--- src/rtl/alu_issue_ctrl_pkg.sv ---
// Shared constants for the ALU issue stage: R-type opcode/funct fields,
// ALU control codes and the sequencing FSM state encoding.
package alu_pkg;

   localparam logic [5:0] OPC_RTYPE  = 6'b000000;

   localparam logic [5:0] FUNCT_AND  = 6'b100100;
   localparam logic [5:0] FUNCT_OR   = 6'b100101;
   localparam logic [5:0] FUNCT_ADD  = 6'b100000;
   localparam logic [5:0] FUNCT_SUB  = 6'b100010;
   localparam logic [5:0] FUNCT_SLT  = 6'b101010;

   localparam logic [3:0] ALU_AND    = 4'b0000;
   localparam logic [3:0] ALU_OR     = 4'b0001;
   localparam logic [3:0] ALU_ADD    = 4'b0010;
   localparam logic [3:0] ALU_SUB    = 4'b0110;
   localparam logic [3:0] ALU_SLT    = 4'b0111;

   typedef enum logic [2:0] {
      ST_IDLE,
      ST_DECODE,
      ST_ERR,
      ST_ISSUE,
      ST_WAIT,
      ST_WB
   } state_e;

endpackage

--- src/rtl/alu_issue_ctrl_if.sv ---
// Bundle of the instruction handshake, register-file read, ALU and write-back
// signals. The issue stage connects through the slave modport.
interface alu_issue_ctrl_if;

   logic        instr_valid;
   logic [31:0] instr;
   logic        instr_ready;
   logic [4:0]  rf_raddr1;
   logic [4:0]  rf_raddr2;
   logic [31:0] rf_rdata1;
   logic [31:0] rf_rdata2;
   logic        alu_valid;
   logic [3:0]  alu_control;
   logic [31:0] alu_in1;
   logic [31:0] alu_in2;
   logic [31:0] alu_result;
   logic        alu_zero;
   logic        wb_en;
   logic [4:0]  wb_addr;
   logic [31:0] wb_data;
   logic        wb_zero;
   logic        illegal;
   logic [31:0] retired_cnt;

   modport slave (
      input  instr_valid, instr, rf_rdata1, rf_rdata2, alu_result, alu_zero,
      output instr_ready, rf_raddr1, rf_raddr2, alu_valid, alu_control,
             alu_in1, alu_in2, wb_en, wb_addr, wb_data, wb_zero, illegal,
             retired_cnt
   );

   modport master (
      output instr_valid, instr, rf_rdata1, rf_rdata2, alu_result, alu_zero,
      input  instr_ready, rf_raddr1, rf_raddr2, alu_valid, alu_control,
             alu_in1, alu_in2, wb_en, wb_addr, wb_data, wb_zero, illegal,
             retired_cnt
   );

endinterface

--- src/rtl/alu_issue_ctrl_decode.sv ---
// Combinational R-type decoder: opcode + funct -> 4-bit ALU control and an
// illegal flag. Kept separate so other decode paths can reuse it.
module alu_ctrl_decode
   import alu_pkg::*;
(
   input  logic [5:0] opcode_i,
   input  logic [5:0] funct_i,
   output logic [3:0] control_o,
   output logic       illegal_o
);

   always_comb begin
      control_o = ALU_AND;
      illegal_o = 1'b1;
      if (opcode_i == OPC_RTYPE) begin
         illegal_o = 1'b0;
         case (funct_i)
            FUNCT_AND: control_o = ALU_AND;
            FUNCT_OR:  control_o = ALU_OR;
            FUNCT_ADD: control_o = ALU_ADD;
            FUNCT_SUB: control_o = ALU_SUB;
            FUNCT_SLT: control_o = ALU_SLT;
            default:   illegal_o = 1'b1;
         endcase
      end
   end

endmodule

--- src/rtl/alu_issue_ctrl.sv ---
// Issue/sequencing stage in front of the ALU: accepts an instruction, reads
// operands, issues to the ALU, waits ALU_LAT cycles and writes the result back.
module alu_issue_ctrl
   import alu_pkg::*;
#(
   parameter int unsigned ALU_LAT = 1
)(
   input  logic           clk,
   input  logic           rst,
   alu_issue_ctrl_if.slave bus
);

   localparam logic [3:0] WAIT_LOAD = 4'(ALU_LAT - 1);

   state_e      state_q, state_d;
   logic [31:0] instr_q;
   logic [31:0] op_a_q;
   logic [31:0] op_b_q;
   logic [3:0]  ctrl_q;
   logic [3:0]  wait_q;
   logic [4:0]  wb_addr_q;
   logic [31:0] wb_data_q;
   logic        wb_zero_q;
   logic [31:0] retired_q;

   logic [3:0]  dec_control;
   logic        dec_illegal;
   logic        shamt_unused;

   assign shamt_unused = ^instr_q[10:6];

   alu_ctrl_decode u_decode (
      .opcode_i  (instr_q[31:26]),
      .funct_i   (instr_q[5:0]),
      .control_o (dec_control),
      .illegal_o (dec_illegal)
   );

   always_comb begin
      state_d = state_q;
      case (state_q)
         ST_IDLE:   if (bus.instr_valid) state_d = ST_DECODE;
         ST_DECODE: state_d = dec_illegal ? ST_ERR : ST_ISSUE;
         ST_ERR:    state_d = ST_IDLE;
         ST_ISSUE:  state_d = ST_WAIT;
         ST_WAIT:   if (wait_q == 4'd0) state_d = ST_WB;
         ST_WB:     state_d = ST_IDLE;
         default:   state_d = ST_IDLE;
      endcase
   end

   always_ff @(posedge clk) begin
      if (rst) begin
         state_q   <= ST_IDLE;
         instr_q   <= '0;
         op_a_q    <= '0;
         op_b_q    <= '0;
         ctrl_q    <= '0;
         wait_q    <= '0;
         wb_addr_q <= '0;
         wb_data_q <= '0;
         wb_zero_q <= 1'b0;
         retired_q <= '0;
      end else begin
         state_q <= state_d;
         case (state_q)
            ST_IDLE: begin
               if (bus.instr_valid) instr_q <= bus.instr;
            end
            ST_DECODE: begin
               // Illegal instructions leave the ALU-facing operands untouched.
               if (!dec_illegal) begin
                  op_a_q <= bus.rf_rdata1;
                  op_b_q <= bus.rf_rdata2;
                  ctrl_q <= dec_control;
               end
            end
            ST_ISSUE: begin
               wait_q <= WAIT_LOAD;
            end
            ST_WAIT: begin
               if (wait_q == 4'd0) begin
                  wb_addr_q <= instr_q[15:11];
                  wb_data_q <= (instr_q[15:11] == 5'd0) ? 32'd0 : bus.alu_result;
                  wb_zero_q <= bus.alu_zero;
               end else begin
                  wait_q <= wait_q - 4'd1;
               end
            end
            ST_WB: begin
               retired_q <= retired_q + 32'd1;
            end
            default: ;
         endcase
      end
   end

   assign bus.instr_ready = (state_q == ST_IDLE);
   assign bus.alu_valid   = (state_q == ST_ISSUE);
   assign bus.wb_en       = (state_q == ST_WB);
   assign bus.illegal     = (state_q == ST_ERR);
   assign bus.rf_raddr1   = instr_q[25:21];
   assign bus.rf_raddr2   = instr_q[20:16];
   assign bus.alu_control = ctrl_q;
   assign bus.alu_in1     = op_a_q;
   assign bus.alu_in2     = op_b_q;
   assign bus.wb_addr     = wb_addr_q;
   assign bus.wb_data     = wb_data_q;
   assign bus.wb_zero     = wb_zero_q;
   assign bus.retired_cnt = retired_q;

endmodule

--- src/flat_wrapper.sv ---
// flat-port wrapper written by rule: the top's interface ports become plain ports
module alu_issue_ctrl_flat import alu_pkg::*;
#(
   parameter int unsigned ALU_LAT = 1
)
  (clk, rst, bus_instr_valid, bus_instr, bus_rf_rdata1, bus_rf_rdata2, bus_alu_result, bus_alu_zero, bus_instr_ready, bus_rf_raddr1, bus_rf_raddr2, bus_alu_valid, bus_alu_control, bus_alu_in1, bus_alu_in2, bus_wb_en, bus_wb_addr, bus_wb_data, bus_wb_zero, bus_illegal, bus_retired_cnt);
  alu_issue_ctrl_if bus_i ();
  input  logic clk;
  input  logic rst;
  input wire logic [$bits(bus_i.instr_valid)-1:0] bus_instr_valid;
  input wire logic [$bits(bus_i.instr)-1:0] bus_instr;
  input wire logic [$bits(bus_i.rf_rdata1)-1:0] bus_rf_rdata1;
  input wire logic [$bits(bus_i.rf_rdata2)-1:0] bus_rf_rdata2;
  input wire logic [$bits(bus_i.alu_result)-1:0] bus_alu_result;
  input wire logic [$bits(bus_i.alu_zero)-1:0] bus_alu_zero;
  output wire logic [$bits(bus_i.instr_ready)-1:0] bus_instr_ready;
  output wire logic [$bits(bus_i.rf_raddr1)-1:0] bus_rf_raddr1;
  output wire logic [$bits(bus_i.rf_raddr2)-1:0] bus_rf_raddr2;
  output wire logic [$bits(bus_i.alu_valid)-1:0] bus_alu_valid;
  output wire logic [$bits(bus_i.alu_control)-1:0] bus_alu_control;
  output wire logic [$bits(bus_i.alu_in1)-1:0] bus_alu_in1;
  output wire logic [$bits(bus_i.alu_in2)-1:0] bus_alu_in2;
  output wire logic [$bits(bus_i.wb_en)-1:0] bus_wb_en;
  output wire logic [$bits(bus_i.wb_addr)-1:0] bus_wb_addr;
  output wire logic [$bits(bus_i.wb_data)-1:0] bus_wb_data;
  output wire logic [$bits(bus_i.wb_zero)-1:0] bus_wb_zero;
  output wire logic [$bits(bus_i.illegal)-1:0] bus_illegal;
  output wire logic [$bits(bus_i.retired_cnt)-1:0] bus_retired_cnt;
  assign bus_i.instr_valid = bus_instr_valid;
  assign bus_i.instr = bus_instr;
  assign bus_i.rf_rdata1 = bus_rf_rdata1;
  assign bus_i.rf_rdata2 = bus_rf_rdata2;
  assign bus_i.alu_result = bus_alu_result;
  assign bus_i.alu_zero = bus_alu_zero;
  assign bus_instr_ready = bus_i.instr_ready;
  assign bus_rf_raddr1 = bus_i.rf_raddr1;
  assign bus_rf_raddr2 = bus_i.rf_raddr2;
  assign bus_alu_valid = bus_i.alu_valid;
  assign bus_alu_control = bus_i.alu_control;
  assign bus_alu_in1 = bus_i.alu_in1;
  assign bus_alu_in2 = bus_i.alu_in2;
  assign bus_wb_en = bus_i.wb_en;
  assign bus_wb_addr = bus_i.wb_addr;
  assign bus_wb_data = bus_i.wb_data;
  assign bus_wb_zero = bus_i.wb_zero;
  assign bus_illegal = bus_i.illegal;
  assign bus_retired_cnt = bus_i.retired_cnt;
  alu_issue_ctrl #(.ALU_LAT(ALU_LAT)) u_core (.clk(clk), .rst(rst), .bus(bus_i));
endmodule
--- config.mk ---
export PLATFORM = sky130hd
export DESIGN_NAME = alu_issue_ctrl_flat
export DESIGN_NICKNAME = d
export VERILOG_FILES = /design/src/rtl/alu_issue_ctrl_pkg.sv /design/src/rtl/alu_issue_ctrl_if.sv /design/src/rtl/alu_issue_ctrl_decode.sv /design/src/rtl/alu_issue_ctrl.sv /design/src/flat_wrapper.sv
export SDC_FILE = /design/constraint.sdc
export NUM_CORES = 1
export LEC_CHECK = 0
export ABC_AREA = 1
export BUFFER_PORTS_ARGS = -buffer_cell sky130_fd_sc_hd__clkbuf_2
export CAP_MARGIN = 25
export CELL_PAD_IN_SITES_DETAIL_PLACEMENT = 1
export CELL_PAD_IN_SITES_GLOBAL_PLACEMENT = 2
export CORE_MARGIN = 5
export CORE_UTILIZATION = 23
export DETAILED_ROUTE_END_ITERATION = 10
export GPL_ROUTABILITY_DRIVEN = 0
export PLACE_DENSITY = 0.86
export SLEW_MARGIN = 20
export SYNTH_ARGS = -nofsm -noshare
export SYNTH_HDL_FRONTEND = slang
export SYNTH_SLANG_ARGS = --single-unit
--- constraint.sdc ---
create_clock -name clk -period 1.5 [get_ports clk]
set_input_delay 0.3 -clock clk [delete_from_list [all_inputs] [get_ports clk]]
set_output_delay 0.3 -clock clk [all_outputs]
set_load 0.05 [all_outputs]
==> impl_metrics.tcl, run 1 <==
set metrics [dict create \
    outcome "finished with violations" \
    violations "setup timing" \
    layout-drive-gt1-share_pct 37.5 \
    ant_nets 0 \
    critPathArrivalTime_ns 1.31 \
    yosys.area.top_type_share_pct 46.7 \
    avgSynthCellArea_um2 6.86 \
    critPathMaxFanout 5 \
    comb_power_share_pct 13.9 \
    swShare_pct 27.5 \
    yosysWarnings 0 \
    fin_skew_ns 0.0116 \
    synthesis.area_mm2 0.00734 \
    die_area_mm2 0.0356 \
    worstPathRequired_ns 1.20 \
    path_cells "inv_4, nand2_4, nor2_4, buf_6, buf_12" \
    min_period_ns 1.61 \
    synth_cell_types 29 \
    setup-tns-final_ns -1.69 \
    cts_tree "done" \
    p_leak_nw 5.37 \
    worst_setup_path_start_kind "register" \
    drt_iter0_drc 204 \
    hpwl_um 18900 \
    power_switching_mw 2.97 \
    area_growth_pct 52.1 \
    maxCapViolCount 0 \
    dp_cells 1746 \
    track_usage_pct 14.4 \
    final_nets 1538 \
    hp-class "input pin to register" \
    slew_viol_final 0 \
    slowest_delay_ns 0.38 \
    cts_buffers 17 \
    routed_via_density 4.28 \
    fmax_mhz 620 \
    peakVddDrop_uv 766 \
    initial_core_util_pct 23.3 \
    antenna_found_initial 3 \
    clock_power_share_pct 42.2 \
    rsz0062_at_grt "yes" \
    synth_top_area_cell "dfxtp_1" \
    cpLargestDelayFamily "flip-flops" \
    ys_ff_latch 171 \
    synth_area_leaders "dfxtp_1 (47%), nand2_1 (15%), nor2_1 (10%)" \
    crit_buf_inv 3 \
    hold_slack_ns 0.0882 \
    intPower_mw 7.83 \
    endpoint_kind "output pin" \
    grt_pass1_wl_um 41500 \
    dpl_cell_area_mm2 0.00953 \
    drt-total-wl_um 27100 \
    cts_buffer_depth 2 \
    cts.htree.levels 4 \
    cts.clk_slew.worst_paths_ns 0.07 \
    drt_first_pass_iters 4 \
    setup_slack_ns -0.113 \
    cts_root_buffer "clkbuf_16" \
    core_area_mm2 0.0316 \
    die_x_um 189 \
    power_density_mw_per_mm2 967 \
    drc 0 \
    criticalPathCategory "register to output pin" \
    synthCells 1069 \
    io_pins 284 \
    grt_max_degree 52 \
    vias 7799 \
    overflow 0 \
    grt_pass1_vias 7985 \
    insertion_delay_ns 0.44 \
    cp_slowest_cell "dfxtp_4" \
    p_seq_share_pct 43.9 \
    fin_crit_sh_pct 108 \
    yosysSeqAreaShare_pct 46.7 \
    die_h_um 189 \
    setup_viol 77 \
    finalHoldViolCount 0 \
    port_buffers 277 \
    wl_per_cell_um 14.9 \
    fin_area_mm2 0.0112 \
    cts.sinks 171 \
    rows 65 \
    fin_cells 1821 \
    synthesis.nets 1203 \
]
[through the flow]
step | worst slack, ns | total power, mW | utilization [%]
2_1_floorplan | -0.0746 | 5.63 | -
3_3_place_gp | -0.0304 | 6.09 | 30.2
3_5_place_dp | -0.103 | 6.12 | 30.2
4_1_cts | -0.123 | 10.9 | 33.7
5_1_grt | -0.190 | 11.3 | 35.4
6_report | -0.113 | 10.8 | 35.4
[sequential cells by signal (all words and copies together), names as in the netlist]
| name | count |
|---|---|
| u_core.bus.retired_cnt | 32 |
| u_core.bus.wb_zero | 1 |
| u_core.bus.wb_data | 32 |
| u_core.bus.alu_in2 | 32 |
| u_core.wait_q | 4 |
| u_core.bus.alu_in1 | 32 |
| u_core.instr_q | 27 |
| u_core.state_q | 3 |
| u_core.bus.wb_addr | 5 |
| u_core.bus.alu_control | 3 |
[power groups by stage]
stage,Combinational [mW],Clock [mW],Sequential (mW)
5_1_grt,1.63,4.93,4.76
3_5_place_dp,1.28,0,4.84
4_1_cts,1.42,4.73,4.74
3_3_place_gp,1.25,0,4.83
2_1_floorplan,0.652,0,4.98
6_report,1.50,4.55,4.74
[logic make-up (layout without fill, tap and decap cells)]
family	count (synthesis)	count (layout)	share of synthesized area, %
DFF	171	171	46.7
and+or+nand+nor	550	551	30.4
AOI/OAI and AO/OA	154	154	10.6
adders and majority gates	2	2	0.341
buffers and inverters	184	531	11.1
xor gates and xnor gates	7	7	0.836
other	1	3	0.0511
[final timing paths]
kind	from	to	slack (ns)	cells past startpoint
worst max-delay path	u_core.state_q[0]	bus_instr_ready	-0.11	5
worst min-delay path	bus_rf_rdata2[27]	u_core.bus.alu_in2[27]	0.09	3
worst max register to register	u_core.state_q[2]	u_core.bus.alu_in2[19]	-0.05	9
worst min register to register	u_core.bus.alu_control[1]	u_core.bus.alu_control[1]	0.45	2
[layout make-up]
class,instances,area [µm²]
inverters,122,468
repair buffers,377,2700
well taps,402,503
flip-flops and latches,171,3470
clock inverters,9,114
clock buffers,23,478
multi-input cells,715,3420
diodes,2,5.00
fillers,3966,20400
[worst register-to-register path: cells and delay by family, from the launching register on]
| family | cells | cell delay (ns) |
|---|---|---|
| simple gates | 6 | 0.67 |
| flops | 1 | 0.40 |
| buf+inv | 3 | 0.40 |
[cell usage after synthesis]
cell type  number
inv_1         118
o21ai_0        60
nand4_2         2
nor2_1        201
nand3_2         1
o211a_1         1
o21ai_1         7
xor2_1          6
o31ai_1         1
nand2_2         1
ha_1            2
a21oi_1        84
xnor2_1         1
nor2_4          5
a211oi_1        1
buf_6           7
conb_1          1
nand3_4         1
nand2_1       285
nand3_1        29
nor2_2          4
clkbuf_1       23
dfxtp_1       171
nand4_1         9
inv_2           4
buf_2          20
buf_4          12
nor4_1          3
nor3_1          9
[layout by cell type, fill, tap and decap left out, types with 5 or more instances in the layout]
master	instances
nand2_1	273
clkbuf_16	25
nand3_1	25
nor2_4	11
clkbuf_2	259
nand2_2	9
buf_8	5
clkbuf_8	6
nor2_2	22
o21ai_0	35
o21ai_1	25
dfxtp_2	26
clkbuf_4	5
xor2_1	6
a21oi_2	20
nand4_1	9
buf_12	17
o21ai_2	7
nor3_1	8
a21oi_1	64
inv_2	7
buf_6	21
nor2_1	177
inv_1	111
buf_4	53
dfxtp_1	141
[per-layer routing]
metal / vias up / track usage, % / part of all wire, %
met3: 26 / 4.61 / 5.9
met1: 3619 / 16.8 / 42
met5: - / 0 / 0.074
li1: 3967 / - / -
met4: 2 / 4.99 / 1.8
met2: 185 / 24.8 / 50
[timing repair]
action	CTS	global route
setup endpoints to repair	106	145
cloned	5	9
gates resized for setup	59	121
setup buffers	18	13
pin swaps	10	45
hold buffers	0	0
(Power assumes the default switching activity.)
==> inputs of run 2 (changes only) <==
--- a/config.mk
+++ b/config.mk
@@ -6,7 +6,7 @@
 export NUM_CORES = 1
 export LEC_CHECK = 0
 export ABC_AREA = 1
-export BUFFER_PORTS_ARGS = -buffer_cell sky130_fd_sc_hd__clkbuf_2
+export BUFFER_PORTS_ARGS = -buffer_cell sky130_fd_sc_hd__buf_2
 export CAP_MARGIN = 25
 export CELL_PAD_IN_SITES_DETAIL_PLACEMENT = 1
 export CELL_PAD_IN_SITES_GLOBAL_PLACEMENT = 2
==> run 2 against run 1 <==
Against the previous run:
- via count increased by 1.6%
- critical endpoint is now u_core.bus.wb_data[5]
- clock skew up 0.00064 ns
- the flow still finishes with violations (setup timing)
- count of clock-buffer cells in the layout down 3
- worst hold slack worse by 0.023 ns
- global-route usage is 0.21 points higher
==> impl_metrics.tcl, run 2 (synthesis gave the netlist of run 1 again) <==
set metrics [dict create \
    outcome "finished with violations" \
    track_usage_pct 14.6 \
    peakVddDrop_uv 796 \
    final_common_cell "buf_2" \
    rows 65 \
    maxCapViolCount 0 \
    cts_buffer_depth 2 \
    hp-class "input pin to register" \
    drt_iter0_drc 135 \
    grt_pass1_wl_um 41900 \
    setup_slack_ns -0.120 \
    die_h_um 189 \
    fin_crit_sh_pct 108 \
    core_area_mm2 0.0316 \
    endpoint_kind "register" \
    rsz0062_at_grt "yes" \
    hpwl_um 18800 \
    dp_slack_ns -0.0518 \
    routed_via_density 4.34 \
    hold_buffers 0 \
    overflow 0 \
    grt_pass1_vias 7969 \
    critPathArrivalTime_ns 1.99 \
    slew_viol_final 0 \
    fin_skew_ns 0.0123 \
    port_buffers 277 \
    io_pins 284 \
    area_growth_pct 60.3 \
    insertion_delay_ns 0.44 \
    die_area_mm2 0.0356 \
    wl_met3_um 1660 \
    worstPathRequired_ns 1.87 \
    cts.clk_slew.worst_paths_ns 0.07 \
    initial_core_util_pct 23.3 \
    dr_wl_met2_um 14400 \
    drt_first_pass_iters 4 \
    fillers 3897 \
    p_leak_nw 5.51 \
    hold_slack_ns 0.0655 \
    final_nets 1543 \
    wl_met1_um 11800 \
    cts_tree "done" \
    violations "setup timing" \
    setup-tns-final_ns -2.28 \
    antenna_found_initial 5 \
    finalHoldViolCount 0 \
    vias 7921 \
    wl_per_cell_um 15.6 \
    critPathMaxFanout 8 \
    drc 0 \
    layout-drive-gt1-share_pct 46.3 \
    fmax_mhz 617 \
    cts.htree.levels 4 \
    fin_cells 1826 \
    worst_setup_path_start_kind "register" \
    min_period_ns 1.62 \
    dr.max_layer_used "met5" \
    grt_max_degree 48 \
    die_x_um 189 \
    criticalPathCategory "register to register" \
    power_density_mw_per_mm2 924 \
    cts.sinks 171 \
    cts_root_buffer "clkbuf_16" \
    ant_nets 0 \
    setup_viol 79 \
    drt-total-wl_um 28400 \
    final_cell_mix "buf_2 (260), nand2_1 (183), nor2_1 (149)" \
    dp_cells 1745 \
    cts_buffers 17 \
]
==> run 2: metal layers <==
layer	GRT usage [%]	up-vias
met1	17.2	3707
met2	24.9	188
met5	0	-
met4	4.76	6
met3	5.11	39
li1	-	3981
==> run 2: critical path, cell delays in order (launching register included) <==
cell       delay [ns]
dfxtp_4          0.38
inv_4            0.07
nand2_4          0.06
buf_6            0.12
nor2_4           0.10
inv_2            0.06
nor2_4           0.18
buf_4            0.16
clkbuf_16        0.15
o21ai_0          0.10
a21oi_1          0.16
==> run 2: path summary, 6_finish.rpt <==
path | to | cells after the start | from | slack (ns)
min | u_core.bus.alu_in2[13] | 3 | bus_rf_rdata2[13] | 0.07
max reg2reg | u_core.bus.wb_data[5] | 10 | u_core.state_q[0] | -0.12
max | u_core.bus.wb_data[5] | 10 | u_core.state_q[0] | -0.12
min reg2reg | u_core.bus.alu_control[1] | 2 | u_core.bus.alu_control[1] | 0.45
==> run 2: per-stage QoR <==
| step | instance area, µm² | power, mW | util, % |
|---|---|---|---|
| final | 11800 | 10.9 | 37.3 |
| after global routing | 11800 | 11.4 | 37.3 |
| after CTS | 10700 | 10.9 | 33.9 |
| after detailed placement | 9450 | 6.08 | 30.0 |
| after global placement | 9450 | 6.05 | 30.0 |
| after floorplan | 7400 | 5.63 | - |
==> run 2: cell type report <==
type	instances	area [µm²]	area share (%)
multi-input cells	715	3930	33.4
flip-flops and latches	171	3470	29.5
repair buffers	382	2780	23.6
well taps	402	503	4.28
inverters	122	470	4.00
clock buffers	20	457	3.88
clock inverters	12	138	1.17
diodes	2	5.00	0.0426
==> run 2: timing repair <==
action / in CTS / in global routing
setup endpoints to repair: 109 / 144
gates resized for setup: 91 / 259
gates cloned: 7 / 13
pin swaps: 12 / 63
setup buffers: 19 / 12
endpoints found under the hold margin: 0 / 0
==> run 2: power by group <==
part / switching (mW) / internal (mW) / leakage [nW] / total, mW
clock: 2.03 / 2.56 / 0.276 / 4.59
combinational: 0.972 / 0.574 / 3.83 / 1.55
sequential: 0.0735 / 4.66 / 1.40 / 4.74
total: 3.07 / 7.80 / 5.51 / 10.9
==> inputs of run 3 (changes only) <==
--- a/config.mk
+++ b/config.mk
@@ -11,10 +11,11 @@
 export CELL_PAD_IN_SITES_DETAIL_PLACEMENT = 1
 export CELL_PAD_IN_SITES_GLOBAL_PLACEMENT = 2
 export CORE_MARGIN = 5
-export CORE_UTILIZATION = 23
+export CORE_UTILIZATION = 24
+export CTS_BUF_LIST = sky130_fd_sc_hd__clkbuf_4
 export DETAILED_ROUTE_END_ITERATION = 10
 export GPL_ROUTABILITY_DRIVEN = 0
-export PLACE_DENSITY = 0.86
+export PLACE_DENSITY = 0.89
 export SLEW_MARGIN = 20
 export SYNTH_ARGS = -nofsm -noshare
 export SYNTH_HDL_FRONTEND = slang
==> run 3 against run 2 <==
Against the previous run:
- sequential power barely moved
- flip-flop and latch count is the same
- wire length grew 34%
- clock skew up 0.026 ns
- final cell count is 9.7% higher
- the run still ends with setup timing left
- critical path depth grew 3
- critical path type unchanged
- largest cell class is now non-clock buffers
- utilization rose by 10 points
- total power decreased by 9.3%
- combinational power increased by 36%
- setup slack got worse by 0.22 ns
==> impl_metrics.tcl, run 3 (synthesis gave the netlist of run 1 again) <==
set metrics [dict create \
    final_nets 1727 \
    cts.htree.levels 4 \
    layout-drive-gt1-share_pct 47.9 \
    area_growth_pct 97.2 \
    finalHoldViolCount 0 \
    wl_met3_um 1720 \
    drt-total-wl_um 38100 \
    endpoint_kind "register" \
    outcome "finished with violations" \
    fin_area_mm2 0.0145 \
    fin_cells 2004 \
    critPathMaxFanout 5 \
    slew_viol_final 0 \
    fin_crit_sh_pct 122 \
    fin_skew_ns 0.0387 \
    drt_first_pass_iters 5 \
    p_leak_nw 6.60 \
    cp_slowest_cell "dfxtp_4" \
    cpLargestDelayFamily "buffers and inverters" \
    hold_slack_ns 0.0830 \
    setup_viol 136 \
    rsz0062_at_grt "yes" \
    worst_setup_path_start_kind "register" \
    cts_tree "done" \
    cts_root_buffer "clkbuf_4" \
    final_common_cell "nand2_1" \
    crit_buf_inv 9 \
    drt_iter0_drc 287 \
    ant_nets 0 \
    rows 64 \
    grt_max_degree 50 \
    grt_pass1_wl_um 52800 \
    fmax_mhz 544 \
    cts_buffer_depth 2 \
    violations "setup timing" \
    drc 0 \
    power.total_mw 9.86 \
    criticalPathCategory "register to register" \
    peakVddDrop_uv 431 \
    setup-tns-final_ns -23.97 \
    path_cells "inv_2, nand2_2, buf_6, buf_6, nor2_4, inv_2, nor2_4, buf_12, buf_6, buf_12, buf_12, buf_16, a21oi_1" \
    hpwl_um 18700 \
    dp_slack_ns -0.0646 \
    dp_cells 1738 \
    initial_core_util_pct 24.2 \
    core_area_mm2 0.0303 \
    vias 9156 \
    port_buffers 277 \
    wl_met1_um 14400 \
    final_util_pct 47.7 \
    wl_per_cell_um 19.0 \
    overflow 0 \
    worstPathRequired_ns 2.00 \
    maxCapViolCount 0 \
    min_period_ns 1.84 \
    slowest_delay_ns 0.40 \
    insertion_delay_ns 0.62 \
    routed_via_density 4.57 \
    dpl_cell_area_mm2 0.00945 \
    io_pins 284 \
    grt_pass1_vias 9815 \
    power_density_mw_per_mm2 681 \
    antenna_found_initial 1 \
    cts.clk_slew.worst_paths_ns 0.17 \
    cts.sinks 171 \
    die_h_um 185 \
    hp-class "input pin to register" \
    dr.max_layer_used "met4" \
    final_cell_mix "nand2_1 (265), nor2_1 (142), buf_2 (126)" \
    critPathArrivalTime_ns 2.33 \
    cts_buffers 17 \
    setup_slack_ns -0.337 \
    die_x_um 185 \
    track_usage_pct 19.4 \
    dr_wl_met2_um 20600 \
    die_area_mm2 0.0342 \
]
-- run 3: worst paths after layout --
path / to / cells past startpoint / startpoint / slack, ns
max: u_core.bus.wb_data[17] / 13 / u_core.state_q[0] / -0.34
min reg2reg: u_core.bus.wb_addr[3] / 2 / u_core.instr_q[14] / 0.46
min: u_core.bus.retired_cnt[28] / 4 / rst / 0.08
max reg2reg: u_core.bus.wb_data[17] / 13 / u_core.state_q[0] / -0.34
-- run 3: timing repair --
item	CTS	global route
hold buffers	125	0
setup endpoints to repair	275	290
endpoints found under the hold margin	124	0
setup buffers	60	36
pin swaps	35	35
gates resized for setup	525	250
gates cloned	16	4
-- run 3: per-layer routing --
metal	track usage, %	up-vias
met3	4.36	87
met1	21.1	4452
met2	36.7	262
met5	0	-
met4	7.19	0
li1	-	4355
-- run 3: worst register-to-register path: cells and delay by family (launching register included) --
family,cells,cell delay (ns)
AO/OA/AOI/OAI,1,0.08
buffers and inverters,9,0.95
flip-flops,1,0.40
AND/OR/NAND/NOR,3,0.31
-- run 3: final cells by class --
type | instances | area (µm²)
Timing Repair Buffer | 566 | 5880
Clock buffer | 18 | 135
Multi-Input combinational cell | 715 | 3640
Tap cell | 396 | 495
Clock inverter | 14 | 159
Antenna cell | 2 | 5.00
Inverter | 122 | 465
Fill cell | 3545 | 15900
Sequential cell | 171 | 3680
-- run 3: where the power goes --
part	switching (mW)	total [mW]	internal, mW
clock network	1.96	3.01	1.05
logic	1.14	2.11	0.974
registers	0.0998	4.74	4.64
